File: src/rtl/snake_pkg.sv
// Shared definitions for the snake datapath: packed-location layout, direction and
// state encodings, playfield defaults, and pack/unpack helpers.
package snake_pkg;

    localparam int LOC_W   = 40;
    localparam int FLD_W   = 10;
    localparam int W_LSB   = 30;
    localparam int H_LSB   = 20;
    localparam int X_LSB   = 10;
    localparam int Y_LSB   = 0;

    localparam int STEP_DEF    = 16;
    localparam int FIELD_W_DEF = 640;
    localparam int FIELD_H_DEF = 480;

    typedef enum logic [1:0] {
        DIR_UP    = 2'd0,
        DIR_DOWN  = 2'd1,
        DIR_LEFT  = 2'd2,
        DIR_RIGHT = 2'd3
    } dir_e;

    typedef enum logic [1:0] {
        ST_IDLE = 2'd0,
        ST_RUN  = 2'd1,
        ST_DEAD = 2'd2
    } state_e;

    typedef struct packed {
        logic [FLD_W-1:0] x;
        logic [FLD_W-1:0] y;
    } pt_t;

    // Opposite pairs differ only in bit 0 of the encoding.
    function automatic dir_e dir_opp(input dir_e d);
        return dir_e'(d ^ 2'b01);
    endfunction

    function automatic logic [LOC_W-1:0] loc_pack(input logic [FLD_W-1:0] w,
                                                  input logic [FLD_W-1:0] h,
                                                  input logic [FLD_W-1:0] x,
                                                  input logic [FLD_W-1:0] y);
        return {w, h, x, y};
    endfunction

    function automatic pt_t loc_unpack(input logic [LOC_W-1:0] loc);
        pt_t p;
        p.x = loc[X_LSB +: FLD_W];
        p.y = loc[Y_LSB +: FLD_W];
        return p;
    endfunction

endpackage

File: src/rtl/snake_seg_buf.sv
// Segment shift register holding the snake body (segment 0 = head), with a parallel
// compare against a candidate point and a registered random-access read port.
module snake_seg_buf
    import snake_pkg::*;
#(
    parameter int MAX_LEN = 16,
    parameter int STEP    = STEP_DEF,
    parameter int INIT_X  = 256,
    parameter int INIT_Y  = 224
) (
    input  logic               clk,
    input  logic               rst,
    input  logic               load_init,
    input  logic               shift_en,
    input  pt_t                new_head,
    input  pt_t                cmp_pt,
    output logic [MAX_LEN-1:0] match,
    input  logic [4:0]         rd_idx,
    input  logic [5:0]         length,
    output logic [LOC_W-1:0]   rd_loc,
    output logic               rd_valid
);

    pt_t              seg_q [MAX_LEN];
    pt_t              seg_d [MAX_LEN];
    logic [LOC_W-1:0] rd_loc_d;
    logic             rd_valid_d;
    pt_t              rd_pt;
    logic             rd_hit;

    // Start layout: a horizontal line trailing left of the head.
    function automatic pt_t init_seg(input int k);
        pt_t p;
        p.x = FLD_W'(INIT_X - STEP * k);
        p.y = FLD_W'(INIT_Y);
        return p;
    endfunction

    always_comb begin
        for (int k = 0; k < MAX_LEN; k++) begin
            seg_d[k] = seg_q[k];
        end
        if (load_init) begin
            for (int k = 0; k < MAX_LEN; k++) begin
                seg_d[k] = init_seg(k);
            end
        end else if (shift_en) begin
            seg_d[0] = new_head;
            for (int k = 1; k < MAX_LEN; k++) begin
                seg_d[k] = seg_q[k-1];
            end
        end
    end

    always_comb begin
        for (int k = 0; k < MAX_LEN; k++) begin
            match[k] = (seg_q[k] == cmp_pt);
        end
    end

    always_comb begin
        rd_pt  = '0;
        rd_hit = 1'b0;
        for (int k = 0; k < MAX_LEN; k++) begin
            if (rd_idx == 5'(k)) begin
                rd_pt  = seg_q[k];
                rd_hit = 1'b1;
            end
        end
        rd_loc_d   = rd_hit ? loc_pack(FLD_W'(STEP), FLD_W'(STEP), rd_pt.x, rd_pt.y) : '0;
        rd_valid_d = ({1'b0, rd_idx} < length);
    end

    always_ff @(posedge clk or posedge rst) begin
        if (rst) begin
            for (int k = 0; k < MAX_LEN; k++) begin
                seg_q[k] <= init_seg(k);
            end
            rd_loc   <= '0;
            rd_valid <= 1'b0;
        end else begin
            for (int k = 0; k < MAX_LEN; k++) begin
                seg_q[k] <= seg_d[k];
            end
            rd_loc   <= rd_loc_d;
            rd_valid <= rd_valid_d;
        end
    end

endmodule

File: src/rtl/snake_body.sv
// Snake head/body controller: IDLE/RUN/DEAD FSM, direction, grow and collision logic.
// Define SNAKE_WALL_WRAP_EN to wrap at the playfield edges instead of dying.
module snake_body
    import snake_pkg::*;
#(
    parameter int MAX_LEN  = 16,
    parameter int STEP     = STEP_DEF,
    parameter int FIELD_W  = FIELD_W_DEF,
    parameter int FIELD_H  = FIELD_H_DEF,
    parameter int INIT_LEN = 3
) (
    input  logic             clk,
    input  logic             rst,
    input  logic             update,
    input  logic             start,
    input  logic [3:0]       btn,
    input  logic             overlap,
    output logic [LOC_W-1:0] snakehead,
    input  logic [4:0]       seg_idx,
    output logic [LOC_W-1:0] seg_location,
    output logic             seg_valid,
    output logic [4:0]       length,
    output logic             game_over
);

    localparam int INIT_X = 256;
    localparam int INIT_Y = 224;
    localparam logic signed [10:0] STEP_S = 11'(STEP);
    localparam logic signed [10:0] X_MAX  = 11'(FIELD_W - STEP);
    localparam logic signed [10:0] Y_MAX  = 11'(FIELD_H - STEP);
    localparam pt_t INIT_PT = '{x: FLD_W'(INIT_X), y: FLD_W'(INIT_Y)};

    state_e state_q, state_d;
    dir_e   dir_q, dir_d;
    dir_e   last_dir_q, last_dir_d;
    logic   grow_q, grow_d;
    logic   go_q, go_d;
    logic [5:0] len_q, len_d;
    pt_t    head_q, head_d;

    dir_e   btn_dir;
    dir_e   ref_dir;
    logic   signed [10:0] nx_raw, ny_raw, nx, ny;
    logic   wall;
    pt_t    next_pt;
    logic   grow_eff;
    logic   [5:0] cmp_lim;
    logic   [MAX_LEN-1:0] match;
    logic   [MAX_LEN-1:0] live_mask;
    logic   self_hit;
    logic   collide;
    logic   move;
    logic   load_init;

    always_comb begin
        nx_raw = $signed({1'b0, head_q.x});
        ny_raw = $signed({1'b0, head_q.y});
        case (dir_q)
            DIR_UP:    ny_raw = ny_raw - STEP_S;
            DIR_DOWN:  ny_raw = ny_raw + STEP_S;
            DIR_LEFT:  nx_raw = nx_raw - STEP_S;
            default:   nx_raw = nx_raw + STEP_S;
        endcase
`ifdef SNAKE_WALL_WRAP_EN
        nx   = (nx_raw < 11'sd0) ? X_MAX : ((nx_raw > X_MAX) ? 11'sd0 : nx_raw);
        ny   = (ny_raw < 11'sd0) ? Y_MAX : ((ny_raw > Y_MAX) ? 11'sd0 : ny_raw);
        wall = 1'b0;
`else
        nx   = nx_raw;
        ny   = ny_raw;
        wall = (nx_raw < 11'sd0) || (nx_raw > X_MAX) || (ny_raw < 11'sd0) || (ny_raw > Y_MAX);
`endif
        next_pt = '{x: nx[9:0], y: ny[9:0]};
    end

    // When growing the tail stays put, so it must be included in the self check.
    always_comb begin
        grow_eff = grow_q && (len_q < 6'(MAX_LEN));
        cmp_lim  = grow_eff ? len_q : 6'(len_q - 6'd1);
        for (int k = 0; k < MAX_LEN; k++) begin
            live_mask[k] = (6'(k) < cmp_lim);
        end
        self_hit = |(match & live_mask);
        collide  = wall || self_hit;
        move     = (state_q == ST_RUN) && update && !collide;
    end

    always_comb begin
        if (btn[3])      btn_dir = DIR_UP;
        else if (btn[2]) btn_dir = DIR_DOWN;
        else if (btn[1]) btn_dir = DIR_LEFT;
        else             btn_dir = DIR_RIGHT;
        // Reversal is judged against the direction committed by the most recent move.
        ref_dir = move ? dir_q : last_dir_q;
    end

    always_comb begin
        state_d    = state_q;
        dir_d      = dir_q;
        last_dir_d = last_dir_q;
        grow_d     = grow_q | overlap;
        go_d       = go_q;
        len_d      = len_q;
        head_d     = head_q;
        load_init  = 1'b0;

        if ((|btn) && (btn_dir != dir_opp(ref_dir))) begin
            dir_d = btn_dir;
        end

        case (state_q)
            ST_IDLE, ST_DEAD: begin
                if (update && start) begin
                    state_d    = ST_RUN;
                    head_d     = INIT_PT;
                    len_d      = 6'(INIT_LEN);
                    dir_d      = DIR_RIGHT;
                    last_dir_d = DIR_RIGHT;
                    grow_d     = 1'b0;
                    go_d       = 1'b0;
                    load_init  = 1'b1;
                end
            end
            ST_RUN: begin
                if (update) begin
                    if (collide) begin
                        state_d = ST_DEAD;
                        go_d    = 1'b1;
                    end else begin
                        head_d     = next_pt;
                        last_dir_d = dir_q;
                        grow_d     = overlap;
                        if (grow_eff) begin
                            len_d = len_q + 6'd1;
                        end
                    end
                end
            end
            default: state_d = ST_IDLE;
        endcase
    end

    always_ff @(posedge clk or posedge rst) begin
        if (rst) begin
            state_q    <= ST_IDLE;
            dir_q      <= DIR_RIGHT;
            last_dir_q <= DIR_RIGHT;
            grow_q     <= 1'b0;
            go_q       <= 1'b0;
            len_q      <= 6'(INIT_LEN);
            head_q     <= INIT_PT;
        end else begin
            state_q    <= state_d;
            dir_q      <= dir_d;
            last_dir_q <= last_dir_d;
            grow_q     <= grow_d;
            go_q       <= go_d;
            len_q      <= len_d;
            head_q     <= head_d;
        end
    end

    snake_seg_buf #(
        .MAX_LEN (MAX_LEN),
        .STEP    (STEP),
        .INIT_X  (INIT_X),
        .INIT_Y  (INIT_Y)
    ) u_seg_buf (
        .clk       (clk),
        .rst       (rst),
        .load_init (load_init),
        .shift_en  (move),
        .new_head  (next_pt),
        .cmp_pt    (next_pt),
        .match     (match),
        .rd_idx    (seg_idx),
        .length    (len_q),
        .rd_loc    (seg_location),
        .rd_valid  (seg_valid)
    );

    // A length of 32 (MAX_LEN=32) does not fit the 5-bit port and reads back as 0.
    assign snakehead = loc_pack(FLD_W'(STEP), FLD_W'(STEP), head_q.x, head_q.y);
    assign length    = len_q[4:0];
    assign game_over = go_q;

endmodule

File: config.mk
export PLATFORM = sky130hd
export DESIGN_NAME = snake_body
export DESIGN_NICKNAME = d
export VERILOG_FILES = /design/src/rtl/snake_pkg.sv /design/src/rtl/snake_seg_buf.sv /design/src/rtl/snake_body.sv
export SDC_FILE = /design/constraint.sdc
export NUM_CORES = 1
export LEC_CHECK = 0
export CAP_MARGIN = 20
export CORE_MARGIN = 2
export CORE_UTILIZATION = 54
export CTS_CLUSTER_SIZE = 10
export DETAILED_ROUTE_END_ITERATION = 16
export PLACE_DENSITY = 0.76
export SYNTH_ARGS = -nofsm -noshare
export SYNTH_HDL_FRONTEND = slang
export SYNTH_SLANG_ARGS = --single-unit
File: constraint.sdc
create_clock -name clk -period 18.8 [get_ports clk]
set_clock_uncertainty 0.05 [all_clocks]
set_input_delay 3.76 -clock clk [delete_from_list [all_inputs] [get_ports clk]]
set_output_delay 3.76 -clock clk [all_outputs]
set_load 0.05 [all_outputs]
==> reports/qor.yml <==
worst_setup_path:
  slowest_stage: "nor2_1"
  max_stage_delay_ps: 870
  startpoint_type: "input pin"
  crit_path_end_kind: "register"
  cp_num_buf_inv: 2
  crit_path_cell_trace: "clkdlybuf4s50_1 > inv_1 > nand3b_1 > nor2_1 > a22oi_1 > nand4_1 > o21ai_0 > a31oi_1 > a221o_1 > mux2i_1 > a31oi_1 > nor2_1 > a2111oi_0"
  cp_data_required_time_ps: 19140
  worstSetupPathType: "in2reg"
  cp_max_fo: 13
  worstPathArrival_ps: 7480
  crit_family: "compound AO/OA/AOI/OAI gates"
logic_synthesis:
  synth_enable_flop_cells: 0
  synthCells: 1950
  ys_warn_count: 0
  syn_avg_cell_area_um2: 8.336
  ys_ff_latch: 249
  async_reset_ff_frac: 1.000
  ys_seq_area_frac: 0.3903
  synth_flop_cell: "dfrtp_1"
  ys_types: 92
  syn_area_um2: 16260
drt:
  avgRoutedWirePerCell_um: 22.71
  vias_per_cell: 6.320
  wirelength_um: 52760
  drtPass1Iterations: 6
  drc_errors: 0
  vias: 14680
  drtIter0Drc: 1884
  ant_nets: 0
power:
  peakVddDrop_mv: 0.09562
  leakage_nw: 6.839
  seqPwrFrac: 0.299
  p_per_area_nw_per_um2: 162.6
  power_frac_comb: 0.501
  switching_power_mw: 1.319
  netSwitchingFraction: 0.4634
  p_int_mw: 1.528
  clkPwrFrac: 0.199
layout:
  most-common-layout-cells: "nand2_1 (366), o21ai_0 (180), dfrtp_1 (158)"
  post-route-cell-area_um2: 17510
  drive_gt1_frac: 0.1024
  final_common_cell: "nand2_1"
  layout.nets: 1942
  antenna_cells: 0
  syn2layout_area_growth_pct: 7.697
floorplanning:
  die-area_um2: 31510
  fp.coreArea_um2: 29640
  start_util: 0.5485
  num_rows: 63
  fp.dieH_um: 177.5
  io_pins: 101
  die_x_um: 177.5
cts:
  cts_tree: "built"
  cts_hold_buffers: 0
  cts_num_sinks: 249
  post_cts_resized: 0
  clock_path_buffers: 3
  cts_made_buffers: 31
  postCtsSetupBuffers: 0
  h-tree-depth: 1
  root_buffer: "clkbuf_16"
  clk_pin_slew_ps: 60
  clk_latency_ps: 570
placed_design:
  io_buffers: 54
  dpl_cell_area_um2: 16550
  hpwl_um: 36400
  routabilityCongestion: 1.045
timing:
  fin_setup_tns_ps: 0
  slew_violations: 0
  fmax_mhz: 140.0
  period_share: 0.3799
  hold_viol_final: 0
  setup_violations: 0
  period_minus_slack_ps: 7143
  max_slew_margin: 0.2215
  worstMarginPinSlew_ps: 1163
  rsz0062_at_grt: "false"
grt:
  track_usage: 0.3345
  grt_pass1_vias: 13680
  grt_pass1_wl_um: 81210
  antenna_found_initial: 0
  grt_remaining_overflow: 0
  grt_max_degree: 259
run:
  cap_violations: 0
status:
  status: "finished, final reports clean"
hold_path:
  holdCritPathClass: "reg2reg"
[sequential cells by signal, indices dropped and copies added, names as in the netlist]
signal and flops:
game_over 1, len_q 6, grow_q 1, dir_q 2, u_seg_buf.rd_valid 1, last_dir_q 2
u_seg_buf.seg_q 208, state_q 2, u_seg_buf.rd_loc 14, snakehead 12
[logic make-up after synthesis]
group,share of synthesized area
buf+inv,0.07736
simple gates,0.2076
mux,0.02186
compound gates,0.1853
flops,0.3903
xor+xnor,0.1024
fa+ha+maj,0.01478
other cells,0.0004620
[worst reg2reg max path, delay by kind of cell, from the launching register on]
kind	cells	cell delay, ps
and+or+nand+nor	5	1950
buffers and inverters	3	1870
AOI/OAI and AO/OA	5	1480
DFF	1	970
adders and majority gates	1	350
muxes	1	200
[layout make-up]
type                       count  area, um2
sequential                   249       6345
clock inverter                 4      76.32
timing repair buffer          81      755.7
inverter                      32      127.6
clock buffer                  52      874.6
multi-input combinational   1515       8840
tap                          390      488.0
fill                        2682      12130
[metal layers]
layer	routed length, um	vias up	global-route usage
met3	5288	175	0.06427
met1	21700	7074	0.4648
met5	0	-	0
met4	2514	0	0.1438
li1	-	6567	-
met2	23250	865	0.5095
[power by group through the flow]
stage	clock, mW	combinational, mW	sequential, mW
after floorplan	0	1.07	0.814
after global placement	0	1.37	0.849
after detailed placement	0	1.39	0.851
after CTS	0.574	1.40	0.843
after global routing	0.599	1.53	0.861
final	0.568	1.43	0.852
[through the flow]
step	setup WS, ps	util	total power [mW]	cells	hold slack (ps)
floorplan	8297	-	1.883	1994	425.1
global placement	11400	0.5583	2.222	2266	409.9
detailed placement	11220	0.5583	2.242	2266	422.8
CTS	11790	0.5904	2.816	2322	436.2
global route	11450	0.5907	2.991	2323	452.4
finish	11660	0.5907	2.847	2323	433.3
[worst paths after layout]
kind | from | endpoint | slack [ps] | depth (start not counted)
worst max-delay path | seg_idx[4] | u_seg_buf.rd_loc[9] | 11660 | 13
worst min-delay path | game_over | game_over | 430 | 1
worst max register to register | dir_q[1] | u_seg_buf.seg_q[36] | 11740 | 15
worst min register to register | game_over | game_over | 430 | 1
max in group asynchronous | rst | u_seg_buf.seg_q[4] | 13500 | 3
min in group asynchronous | rst | u_seg_buf.seg_q[264] | 3730 | 2
[Yosys cell counts, drive strengths merged (26+ instances only)]
library cell | number | area share
mux2i | 26 | 0.017
a31oi | 31 | 0.012
dfrtp | 158 | 0.24
nor2 | 159 | 0.038
nand2 | 367 | 0.085
inv | 32 | 0.0074
nor3 | 29 | 0.0092
a21oi | 116 | 0.036
nand3 | 42 | 0.013
clkbuf | 72 | 0.017
xnor2 | 112 | 0.060
o21ai | 182 | 0.056
xor2 | 78 | 0.042
dfstp | 91 | 0.15
a22oi | 44 | 0.020
buf | 126 | 0.053
Note: power is estimated with default switching activity, not from simulation.
==> RTL change 1, RTL diff (same flow settings) <==
`MAX_LEN` is set to 16 in 2 places; all go to 8.
--- a/src/rtl/snake_seg_buf.sv
+++ b/src/rtl/snake_seg_buf.sv
@@ -3,7 +3,7 @@
 module snake_seg_buf
     import snake_pkg::*;
 #(
-    parameter int MAX_LEN = 16,
+    parameter int MAX_LEN = 8,
     parameter int STEP    = STEP_DEF,
     parameter int INIT_X  = 256,
     parameter int INIT_Y  = 224
--- a/src/rtl/snake_body.sv
+++ b/src/rtl/snake_body.sv
@@ -3,7 +3,7 @@
 module snake_body
     import snake_pkg::*;
 #(
-    parameter int MAX_LEN  = 16,
+    parameter int MAX_LEN  = 8,
     parameter int STEP     = STEP_DEF,
     parameter int FIELD_W  = FIELD_W_DEF,
     parameter int FIELD_H  = FIELD_H_DEF,
Behaviour: not the same (Yosys sat finds a counterexample within 4 cycles, from zero or initial values and one cycle with rst high).
==> RTL change 1 against the unedited design <==
  * Final area fell by 39%
  * Hold slack better by 0.013 ns
  * Sequential power fell by 47%
  * Register-to-register slack better by 1.3 ns
  * Total power decreased by 45%
  * Sequential share of layout area fell by 1.6 points
  * Sequential cell count is 104 lower
  * Worst setup slack gained 0.78 ns
  * Combinational power decreased by 48%
  * Area after synthesis fell by 40%
  * Wire length shrank 49%
  * Critical endpoint is now snakehead[4]$_DFFE_PP0P_
==> RTL change 1: results (changes against the unedited design) <==
Logic synthesis
  – Unique cell type count in the Yosys netlist: 87 (-5.4%)
  – Share of the synthesized area in the top cell type: 0.235 (-0.00793)
  – Async set-reset flop share out of synthesis: 1.00 (unchanged)
  – Synth Instances: 1092 (-44%)
  – Sequential element share of the synthesized area: 0.382 (-0.00842)
  – Commonest cells post-synth: nor2_1, nand2_1, dfrtp_1
  – Most common cell in the netlist: nor2_1
  – Area contributors post-synth: dfrtp_1, dfstp_2, nor2_1

Global route
  – Largest net degree at the start of global routing: 97 (-63%)
  – Total track usage: 0.293 (-0.0419)
  – Vias in the first global route: 7727 (-44%)
  – First-pass GRT wire length: 42100 um (-48%)

Finish
  – Max reg flops: 104 (-50%)
  – Share of layout cells above drive strength 1: 0.125 (+0.0227)
  – # fillers: 1458 (-46%)
  – Final cell count without fillers: 1328 (-43%)

Clock tree
  – H-tree depth: 4 (+3)
  – Clk buf depth: 2 (-1)
  – Total CTS buffers: 17 (-45%)
  – Clock latency on the worst-skew pair: 0.44 ns (-0.13 ns)
  – CTS Sinks: 145 (-42%)

Setup path
  – Slowest cell delay on critical path: 0.77 ns (-0.10 ns)
  – Crit path launch: update
  – Cells on worst reg2reg path: 16 (+1)
  – WP data arrival: 6.60 ns (-0.88 ns)
  – R2R Setup Slk: 13.00 ns (+1.26 ns)
  – Critical Path Sink: snakehead[4]$_DFFE_PP0P_
  – CP Max Fanout: 96 (+83)

Placed design
  – Routability cong.: 1.03 (-1.1%)
  – DP Area: 10000 um2 (-40%)
  – Post-DP HPWL: 18000 um (-51%)

Pwr
  – P_leak: 0.00422 uW (-38%)
  – Sw power: 689 uW (-48%)
  – Peak VDD IR: 0.120 mV (+26%)

Status
  – Outcome: complete, no violations

Route
  – Initial DRC count: 967 (-49%)
  – Routed WL: 26800 um (-49%)
  – Vias per Instance: 6.17 (-2.3%)

STA
  – Rel. slew slack: 0.220 (-0.00130)
[RTL change 1: cell count changes after synthesis, sizes merged, moves of 24 or more]
cell	change
dfrtp	-67
a31oi	-24
nor3	+29
nor2	-29
dfstp	-37
a22oi	-31
xor2	-47
xnor2	-56
a21oi	-83
clkbuf	-28
o21ai	-107
nand2	-238
buf	-38
[RTL change 1: cell type report]
| cell class | count | area share |
|---|---|---|
| sequential | 145 | 0.346 |
| clock inverter | 7 | 0.0136 |
| clock buffer | 25 | 0.0473 |
| tap | 225 | 0.0264 |
| multi-input combinational | 837 | 0.498 |
| inverter | 22 | 0.00820 |
| timing repair buffer | 67 | 0.0601 |
[RTL change 1: per-layer routing]
metal	vias up	GRT usage	routed length [um]
met1	3981	0.400	11200
met4	0	0.101	702
met2	390	0.450	12300
met5	-	0	0
li1	3768	-	-
met3	59	0.0815	2510
[RTL change 1: power groups by stage]
stage          clock (uW)  sequential (uW)  combinational, uW
3_3_place_gp            0              454                712
3_5_place_dp            0              456                719
2_1_floorplan           0              446                552
5_1_grt               391              459                792
6_report              375              453                738
4_1_cts               377              451                725
[RTL change 1: worst min path at each step]
stage	start	to	slack, ns	cells past startpoint
global placement	game_over$_DFFE_PP0P_	game_over$_DFFE_PP0P_	0.41	1
floorplan	u_seg_buf.seg_q[149]$_DFFE_PP0P_	u_seg_buf.seg_q[129]$_DFFE_PP0P_	0.43	2
detailed placement	game_over$_DFFE_PP0P_	game_over$_DFFE_PP0P_	0.43	1
global route	game_over$_DFFE_PP0P_	game_over$_DFFE_PP0P_	0.47	1
finish	game_over$_DFFE_PP0P_	game_over$_DFFE_PP0P_	0.45	1
CTS	game_over$_DFFE_PP0P_	game_over$_DFFE_PP0P_	0.45	1
[RTL change 1: logic make-up (layout without fill, tap and decap cells)]
kind of cell             Yosys count  after routing  share of synthesized area
flip-flops                       145            145                      0.382
AO/OA/AOI/OAI                    226            226                      0.159
XOR/XNOR                          94             94                     0.0973
other                              2             46                   0.000776
adder cells (fa/ha/maj)           14             14                     0.0189
AND/OR/NAND/NOR                  437            437                      0.214
multiplexers                      20             20                     0.0405
buffers and inverters            154            121                     0.0877
[RTL change 1: critical path: cells and delay by family]
family,cells,cell delay (ns)
buf+inv,3,1.77
simple gates,5,0.96
compound gates,1,0.10
[RTL change 1: through the flow]
stage                util  hold slack (ns)  worst slack (ns)
finish              0.613            0.446             12.44
global route        0.613            0.466             12.19
CTS                 0.612            0.449             12.43
detailed placement  0.575            0.428             12.00
global placement    0.575            0.410             12.03
floorplan               -            0.431             11.18
==> RTL change 2, RTL diff (config.mk and constraints unchanged) <==
Made on the original files. Make the reset (`rst`) synchronous in 2 clocked blocks.
--- a/src/rtl/snake_seg_buf.sv
+++ b/src/rtl/snake_seg_buf.sv
@@ -71,7 +71,7 @@
         rd_valid_d = ({1'b0, rd_idx} < length);
     end
 
-    always_ff @(posedge clk or posedge rst) begin
+    always_ff @(posedge clk) begin
         if (rst) begin
             for (int k = 0; k < MAX_LEN; k++) begin
                 seg_q[k] <= init_seg(k);
--- a/src/rtl/snake_body.sv
+++ b/src/rtl/snake_body.sv
@@ -140,7 +140,7 @@
         endcase
     end
 
-    always_ff @(posedge clk or posedge rst) begin
+    always_ff @(posedge clk) begin
         if (rst) begin
             state_q    <= ST_IDLE;
             dir_q      <= DIR_RIGHT;
Function: differs if rst is asserted again (counterexample within 4 cycles, from zero or initial values and one cycle with rst high); with rst held inactive, the same outputs for 4 cycles.
==> RTL change 2 against the unedited design <==
  * Area after synthesis down 8.7%
  * Sequential cell count shrank 16
  * Maximum frequency decreased by 9.7%
  * Wire length is 8.4% lower
  * Non-clock buffer count down 3
  * Worst setup slack worse by 0.77 ns
  * Critical endpoint is now snakehead[15]$_SDFFE_PP0P_
  * Final area is 9.4% lower
  * Register-to-register slack got worse by 0.85 ns
  * Via count is 1.5% lower
Power is not compared: it rests on default switching activity, and its combinational part moved more than twofold at a synthesized area within 25%.
==> RTL change 2: results (changes against the unedited design) <==
Status
  – Outcome: complete, no violations

Global route
  – GR Util met3: 0.0492 (-0.0151)
  – GRT met1 Usage: 0.459 (-0.00633)
  – Grt met2 use: 0.519 (+0.00902)
  – Largest net degree at the start of global routing: 107 (-59%)
  – Vias in the first global route: 13034 (-4.7%)
  – First-pass GRT wire length: 74800 um (-7.9%)
  – Total track usage: 0.329 (-0.00562)

Finish
  – Antenna fix cells: 0 (unchanged)
  – # fillers: 2479 (-7.6%)
  – Multi-In Gates: 1527 (+0.79%)
  – Share of layout cells above drive strength 1: 0.0550 (-0.0474)
  – Max reg flops: 192 (-7.7%)
  – Signal buffers: 78 (-3.7%)
  – Area of the multi-input gates: 9060 um2 (+2.5%)
  – Sequential share of cell area: 0.294 (-0.0680)
  – Post-layout nets: 1932 (-0.51%)
  – NonClk Buf Share: 0.0472 (+0.00403)
  – Clock buffer cells: 38 (-27%)

Route
  – Metal-1 WL: 20100 um (-7.3%)
  – Met3 wire len: 5090 um (-3.7%)
  – Vias per Instance: 6.43 (+1.7%)
  – WL met2: 21500 um (-7.7%)
  – Routed WL: 48300 um (-8.4%)
  – Via Count: 14457 (-1.5%)
  – Initial DRC count: 2085 (+11%)
  – DR pass1 iterations: 8 (+2)

Setup path
  – CP Max Fanout: 75 (+62)
  – Cells on worst reg2reg path: 18 (+3)
  – Slowest cell delay on critical path: 0.89 ns (+0.02 ns)
  – Delay-heaviest family, CP: simple AND/OR/NAND/NOR gates
  – WP data arrival: 8.28 ns (+0.80 ns)
  – Slowest cell on crit path: fa_1

Logic synthesis
  – Synth Area in Compound Gates: 0.187 (+0.00184)
  – Post-synthesis mux area share: 0.0244 (+0.00258)
  – Synth Instances: 1954 (+0.21%)
  – Commonest cells post-synth: nand2_1, dfxtp_1, a21oi_1
  – Top_reg_cell synth: dfxtp_1
  – Async set-reset flop share out of synthesis: 0 (-1.00)
  – Sequential element share of the synthesized area: 0.314 (-0.0761)
  – Unique cell type count in the Yosys netlist: 95 (+3.3%)
  – Area contributors post-synth: dfxtp_1, nand2_1, xor2_1
  – Xor and xnor area share after synthesis: 0.120 (+0.0174)

Placed design
  – Post-DP HPWL: 33300 um (-8.4%)
  – Cell count after placement: 2208 (-2.6%)

Worst hold path
  – WHS Path Cells: 2 (+1)

Clock tree
  – Postcts setup bufs: 0 (unchanged)
  – CTS Sinks: 233 (-6.4%)
  – Total CTS buffers: 28 (-9.7%)

STA
  – Final hold violations: 0 (unchanged)
  – PnR worst setup slack: 10.89 ns (-0.766 ns)
  – Rel. slew slack: 0.231 (+0.00931)
-- RTL change 2: per-stage QoR --
step                hold WS, ns  utilization
finish                    0.423        0.588
global route              0.457        0.588
CTS                       0.426        0.587
detailed placement        0.419        0.556
global placement          0.401        0.555
floorplan                 0.395            -
-- RTL change 2: worst paths after layout --
kind	startpoint	endpoint
worst min register to register	game_over$_SDFFE_PP0P_	game_over$_SDFFE_PP0P_
worst max register to register	dir_q[1]$_SDFF_PP1_	snakehead[15]$_SDFFE_PP0P_
worst min-delay path	game_over$_SDFFE_PP0P_	game_over$_SDFFE_PP0P_
worst max-delay path	dir_q[1]$_SDFF_PP1_	snakehead[15]$_SDFFE_PP0P_
-- RTL change 2: kinds of logic after synthesis --
| logic type | count (synthesis) |
|---|---|
| mux | 31 |
| fa+ha+maj | 18 |
| other cells | 2 |
| xor+xnor | 203 |
| flops | 233 |
| buf+inv | 239 |
| compound gates | 422 |
| simple gates | 806 |
